## src/rtl/serial_subtractor_pkg.sv

```systemverilog
// Shared types for the bit-serial subtractor: FSM state encoding.
package serial_subtractor_pkg;
  localparam int STATE_W = 2;
  typedef enum logic [STATE_W-1:0] {IDLE = 2'd0, SHIFT = 2'd1, DONE = 2'd2} state_e;
endpackage

```

## src/rtl/serial_subtractor_fullsub.sv

```systemverilog
// One-bit full-subtractor cell: D = a - b - prevb (mod 2), B = borrow out.
module fullsub (
  input  logic a,
  input  logic b,
  input  logic prevb,
  output logic D,
  output logic B
);
  assign D = a ^ b ^ prevb;
  assign B = (~a & b) | (~a & prevb) | (b & prevb);
endmodule

```

## src/rtl/serial_subtractor.sv

```systemverilog
// Bit-serial WIDTH-bit subtractor (a - b - borrow_in), LSB first, one bit per clock.
// Define SERIAL_SUBTRACTOR_OVF_EN to build the signed-overflow flag.
module serial_subtractor
  import serial_subtractor_pkg::*;
#(
  parameter int WIDTH = 8
) (
  input  logic             clk,
  input  logic             rst_n,
  input  logic             start,
  input  logic [WIDTH-1:0] a,
  input  logic [WIDTH-1:0] b,
  input  logic             borrow_in,
  output logic             busy,
  output logic             done,
  output logic [WIDTH-1:0] diff,
  output logic             borrow_out,
  output logic             ovf
);
  localparam int CNT_W = $clog2(WIDTH);

  state_e             state_q, state_d;
  logic [CNT_W-1:0]   cnt_q;
  logic [WIDTH-1:0]   a_q, b_q, res_q, diff_q;
  logic               brw_q, bout_q;
  logic               cell_d, cell_b, last_bit;
  logic [WIDTH-1:0]   res_d;

  fullsub u_cell (
    .a    (a_q[0]),
    .b    (b_q[0]),
    .prevb(brw_q),
    .D    (cell_d),
    .B    (cell_b)
  );

  assign last_bit = (cnt_q == CNT_W'(WIDTH - 1));
  assign res_d    = {cell_d, res_q[WIDTH-1:1]};

  always_comb begin
    state_d = state_q;
    case (state_q)
      IDLE:    if (start) state_d = SHIFT;
      SHIFT:   if (last_bit) state_d = DONE;
      DONE:    state_d = IDLE;
      default: state_d = IDLE;
    endcase
  end

  always_ff @(posedge clk or negedge rst_n) begin
    if (!rst_n) state_q <= IDLE;
    else        state_q <= state_d;
  end

  always_ff @(posedge clk or negedge rst_n) begin
    if (!rst_n) begin
      cnt_q  <= '0;
      a_q    <= '0;
      b_q    <= '0;
      res_q  <= '0;
      brw_q  <= 1'b0;
      diff_q <= '0;
      bout_q <= 1'b0;
    end else begin
      case (state_q)
        IDLE: if (start) begin
          a_q   <= a;
          b_q   <= b;
          brw_q <= borrow_in;
          cnt_q <= '0;
        end
        SHIFT: begin
          a_q   <= a_q >> 1;
          b_q   <= b_q >> 1;
          res_q <= res_d;
          brw_q <= cell_b;
          if (last_bit) begin
            // Outputs only move on the edge into DONE, never bit-by-bit.
            diff_q <= res_d;
            bout_q <= cell_b;
          end else begin
            cnt_q <= cnt_q + CNT_W'(1);
          end
        end
        default: ;
      endcase
    end
  end

`ifdef SERIAL_SUBTRACTOR_OVF_EN
  logic sa_q, sb_q, ovf_q;

  always_ff @(posedge clk or negedge rst_n) begin
    if (!rst_n) begin
      sa_q  <= 1'b0;
      sb_q  <= 1'b0;
      ovf_q <= 1'b0;
    end else if (state_q == IDLE && start) begin
      sa_q <= a[WIDTH-1];
      sb_q <= b[WIDTH-1];
    end else if (state_q == SHIFT && last_bit) begin
      ovf_q <= (sa_q != sb_q) && (cell_d != sa_q);
    end
  end

  assign ovf = ovf_q;
`else
  assign ovf = 1'b0;
`endif

  assign busy       = (state_q != IDLE);
  assign done       = (state_q == DONE);
  assign diff       = diff_q;
  assign borrow_out = bout_q;
endmodule

```

## config.mk

```make
export PLATFORM = sky130hd
export DESIGN_NAME = serial_subtractor
export DESIGN_NICKNAME = d
export VERILOG_FILES = /design/src/rtl/serial_subtractor_pkg.sv /design/src/rtl/serial_subtractor_fullsub.sv /design/src/rtl/serial_subtractor.sv
export SDC_FILE = /design/constraint.sdc
export NUM_CORES = 1
export LEC_CHECK = 0
export BUFFER_PORTS_ARGS = -buffer_cell sky130_fd_sc_hd__buf_2
export CORE_ASPECT_RATIO = 1.75
export CORE_UTILIZATION = 45
export CTS_CLUSTER_SIZE = 28
export DETAILED_ROUTE_END_ITERATION = 6
export GPL_TIMING_DRIVEN = 0
export PLACE_DENSITY_LB_ADDON = 0.12
export SLEW_MARGIN = 20
export SYNTH_ARGS = -nofsm -noshare
export SYNTH_HDL_FRONTEND = slang
export SYNTH_SLANG_ARGS = --single-unit
```

## constraint.sdc

```tcl
create_clock -name clk -period 4.3 [get_ports clk]
set_clock_uncertainty 0.1 [all_clocks]
set_input_delay 0 -clock clk [delete_from_list [all_inputs] [get_ports clk]]
set_output_delay 0 -clock clk [all_outputs]
set_load 0.02 [all_outputs]
```

Word-level counts from Yosys, hierarchy flattened
Cells that the tools add are included.
- equality and inequality tests: 6
- shift-type cells: 0
- multipliers: 0
- reduce and logical (&&, ||, !) cells: 7
- multiplexer cells: 12
- add/sub/neg operators: 1
- div/mod/pow operators: 0
- order comparisons: 0
- bitwise gates (word level): 8
- operator list (cell ; number):
    $pmux 8 s2 ; 2
    $mux 8 ; 2
    $mux 3 ; 2
    $ne 2x2->1 const B ; 3
    $pmux 3 s2 ; 1
    $reduce_and 2->1 ; 3
    $mux 2 ; 2
    $pmux 2 s2 ; 1
    $reduce_bool 2->1 ; 2
    $add 3x1->3 const B ; 1
    $and 1x1->1 ; 3
    $eq 3x3->1 const B ; 1
    $reduce_and 3->1 ; 1
    $eq 2x1->1 const B ; 1
    $eq 2x2->1 const B ; 1
    $logic_not 2->1 ; 1
    $or 1x1->1 ; 2
    $pmux 1 s2 ; 1
    $xor 1x1->1 ; 2
    $mux 1 ; 1
    $not 1->1 ; 1
- logic and storage cells: 42
- bits in writable memories: 0
- output and inout port bits: 12
- memories kept: 0
- latch bits: 0
- memory bits (read-only): 0
- bits in registers: 39
- bits of input ports: 20

Depth between registers and ports, before layout
- word-level depth: 5
- mapped depth: 5
- gate-level depth less buffers: 4

By module
From an unflattened synthesis, not the netlist that was laid out.
- cell total of the unflattened synthesis: 164
- area, all modules: 1710.4 um2
- by module, submodules not included (module ; area an instance (um2) ; sequential area each (um2) ; cells each ; instances):
    serial_subtractor ; 1682.9 ; 950.9 ; 161 ; 1
    fullsub ; 27.5 ; 0.0 ; 3 ; 1

Worst setup path after synthesis
OpenSTA, ideal clock, no wires.
- path kind: register to register
- from: register cnt_q[0]
- to: register bout_q (netlist: borrow_out)
- path slack: 2654 ps
- cell stages (with the launch flop): 6
- arrival time: 1421 ps
- library setup time: 125 ps
- path buffers: 1
- clock period less this slack: 1646 ps
- required time: 4075 ps
- cells stage by stage: dfrtp_1 > ha_1 > ha_1 > nand3b_1 > buf_2 > mux2_2
- cells in the longest elaborated chain, start to end: 2
- ends and longest elaborated chain (element ; line ; source):
    start, declared ; serial_subtractor.sv:23 ; logic [CNT_W-1:0] cnt_q;
    start signal, assigned ; serial_subtractor.sv:82 ; cnt_q <= cnt_q + CNT_W'(1);
    $eq 3x3->1 ; serial_subtractor.sv:37 ; assign last_bit = (cnt_q == CNT_W'(WIDTH - 1));
    $reduce_and 2->1 (no source line) ; n/a ;
    end signal, assigned ; serial_subtractor.sv:80 ; bout_q <= cell_b;
    end, declared ; serial_subtractor.sv:25 ; logic brw_q, bout_q;
No other way between the ends.
A chain may end at the register's enable or synchronous reset.

Final worst setup path
Same ends and word-level chain as after synthesis.

==> reports/qor.yml <==
run_status:
  run_status: "finished, final reports clean"
sta:
  hold_viol_final: 0
  min_period_ns: 1.85
  worstMarginPinSlew_ns: 0.826
  tns_ns: 0
  max_slew_margin: 0.450
  drv_slew: 0
  rsz0062_at_grt: "no"
  setup_viol: 0
  max_freq_mhz: 540
  fin_crit_sh: 0.430
worst_setup_path:
  path_cells: "ha_1 -> ha_1 -> nand3b_1 -> buf_2 -> mux2_2"
  r2r_slack_ns: 2.45
  critPathMaxFanout: 10
  cp_data_required_time_ns: 4.37
  critPathKind: "register to register"
  crit_buf_inv: 1
  cp-start-kind: "register"
  slowest_stage: "dfrtp_1"
  max_stage_delay_ns: 0.41
  endpoint_kind: "register"
  regToRegEndpoint: "borrow_out$_DFFE_PN0P_"
  r2r_cells: 5
  cp_top_family: "adder cells"
  critPathArrivalTime_ns: 1.92
  cp_common_cell: "ha_1"
  r2r_start: "cnt_q[0]$_DFFE_PN0P_"
detailed_routing:
  drt_iter0_drc: 36
  wl_per_cell_um: 14.5
  drt-pass1-iter-count: 4
  route.detailed.drc: 0
  ant_nets: 0
  vias: 1259
  finalWirelength_um: 3360
  vias_per_cell: 5.43
clock_network:
  root_buffer: "clkbuf_8"
  htreeDepth: 2
  cts_tree: "done"
  cts_made_buffers: 5
  clkLatencyLatePin_ns: 0.28
  clkSinkCount: 38
  cts.path.max_buffers: 2
  postCtsSetupRepairBufs: 0
  path_clk_slew_ns: 0.08
layout:
  nNetsFinal: 208
  multiInputGateArea_sq_um: 719
  n_fill_cell: 330
  layout-drive-gt1-share: 0.446
  stdcell_count: 232
  regArea_sq_um: 951
  num_antenna_cells: 0
  areaGrowthSynthToFinish_pct: 28.9
logic_synthesis:
  ys_types: 26
  yosys_warnings: 0
  synth_cells: 132
  async_flop_share: 1.00
  synth-edff-count: 0
  netlist.area_leader.share: 0.539
  post_synth.cell_area_avg_sq_um: 13.4
  synth-seq-area-share: 0.539
  syn_nets: 155
  netlist_area_sq_um: 1760
  yosys.area.top_type: "dfrtp_1"
  synth.most_common_cell: "dfrtp_1"
  synthTopCellsByArea: "dfrtp_1, o221a_2, mux2_2"
  synth_seq_cells: 38
  synthFlopType: "dfrtp_1"
  ys_top_cells_by_count: "dfrtp_1, o221a_2, or4b_1"
floorplan:
  io_pins: 32
  die_w_um: 49.3
  die_height_um: 84.8
  dieArea_sq_um: 4180
  rows: 29
  start_util: 0.477
  core_area_sq_um: 3700
flow_run:
  maxCapViolCount: 0
worst_hold_path:
  hp-start: "b[7]"
  hp-class: "primary input to register"
  min_path_cells: 3
  holdPathEnd: "b_q[7]$_DFFE_PN0P_"
place:
  dpl.cell_count: 208
  port_buffers: 30
  dp_hpwl_um: 2380
  globalplace.congestion: 0.746
global_routing:
  grt_pass1_vias: 1320
  grt_start_max_net_pins: 39
  grt_usage: 0.183
  grt_overflow_total: 0
  grt_pass1_wl_um: 5820
  antenna_found_initial: 0
power_and_ir_drop:
  p_leak_nw: 1.06
  ir_drop_uv: 358
  cellPowerDensity_nw_per_um2: 697
-- state kept, by name, indices dropped and copies added, names as in the netlist --
| register | cells |
|---|---|
| diff | 8 |
| borrow_out | 1 |
| res_q | 7 |
| brw_q | 1 |
| a_q | 8 |
| b_q | 8 |
| state_q | 2 |
| cnt_q | 3 |
-- cells in the final DEF (no fill, tap or decap), drive strengths merged, types with 3 or more instances in the layout --
cell and instances:
buf 39, dfrtp 38, dlygate4sd3 16, or4b 15, o221a 15, mux2 14
clkbuf 10, inv 7, nand2b 3, nand3 3, o221ai 3
-- where the power goes --
group	switching, W	leakage (nW)	internal (W)
logic	0.000271	0.533	0.000316
registers	0.000102	0.454	0.000527
clock network	0.000123	0.0714	0.000247
-- cell families (layout without fill, tap and decap cells) --
group                      Yosys count  in the layout  share of synthesized area
DFF                                 38             38                      0.539
muxes                               16             16                      0.101
adders and majority gates            3              3                     0.0255
AOI/OAI and AO/OA                   22             22                      0.129
buffers and inverters               20             74                     0.0532
other                                1              1                    0.00213
and+or+nand+nor                     32             32                      0.150
-- tightest hold or removal path, cell delays in order --
cell and delay (ns):
buf_2 0.07, and4bb_2 0.21, a211o_1 0.09
-- routing by layer --
layer  GRT usage  share of wire
met1       0.204           0.41
met2       0.320           0.52
met3      0.0269          0.031
met4       0.110          0.040
met5           0              0
-- how the worst max path moves through the flow --
stage,from,to,slack [ns],cells past startpoint
global route,cnt_q[0]$_DFFE_PN0P_,borrow_out$_DFFE_PN0P_,2.36,5
detailed placement,cnt_q[0]$_DFFE_PN0P_,diff[4]$_DFFE_PN0P_,2.45,5
CTS,cnt_q[0]$_DFFE_PN0P_,diff[4]$_DFFE_PN0P_,2.43,5
global placement,cnt_q[0]$_DFFE_PN0P_,borrow_out$_DFFE_PN0P_,2.50,5
finish,cnt_q[0]$_DFFE_PN0P_,borrow_out$_DFFE_PN0P_,2.45,5
floorplan,cnt_q[0]$_DFFE_PN0P_,borrow_out$_DFFE_PN0P_,2.65,5
-- per-stage QoR --
stage	instance area [sq um]	util	hold WS [ns]	total power [W]	setup WS [ns]
floorplan	1760	-	-0.396	0.00106	2.65
global placement	1970	0.533	0.0484	0.00120	2.50
detailed placement	1970	0.533	0.0502	0.00122	2.45
CTS	2270	0.615	0.0147	0.00161	2.43
global route	2270	0.615	0.0342	0.00170	2.36
finish	2270	0.615	0.0164	0.00159	2.45
-- final cells by class --
type,count,share of cell area
Buffer,13,0.0297
Clock buffer,6,0.0363
Clock inverter,2,0.0264
Inverter,7,0.0116
Multi-Input combinational cell,74,0.316
Sequential cell,38,0.418
Tap cell,46,0.0253
Timing Repair Buffer,46,0.136
-- repair_timing --
item	in CTS	in global routing
resized for setup	0	0
hold buffers	16	0
endpoints found under the hold margin	53	0
Power figures use the tool's default switching activity.
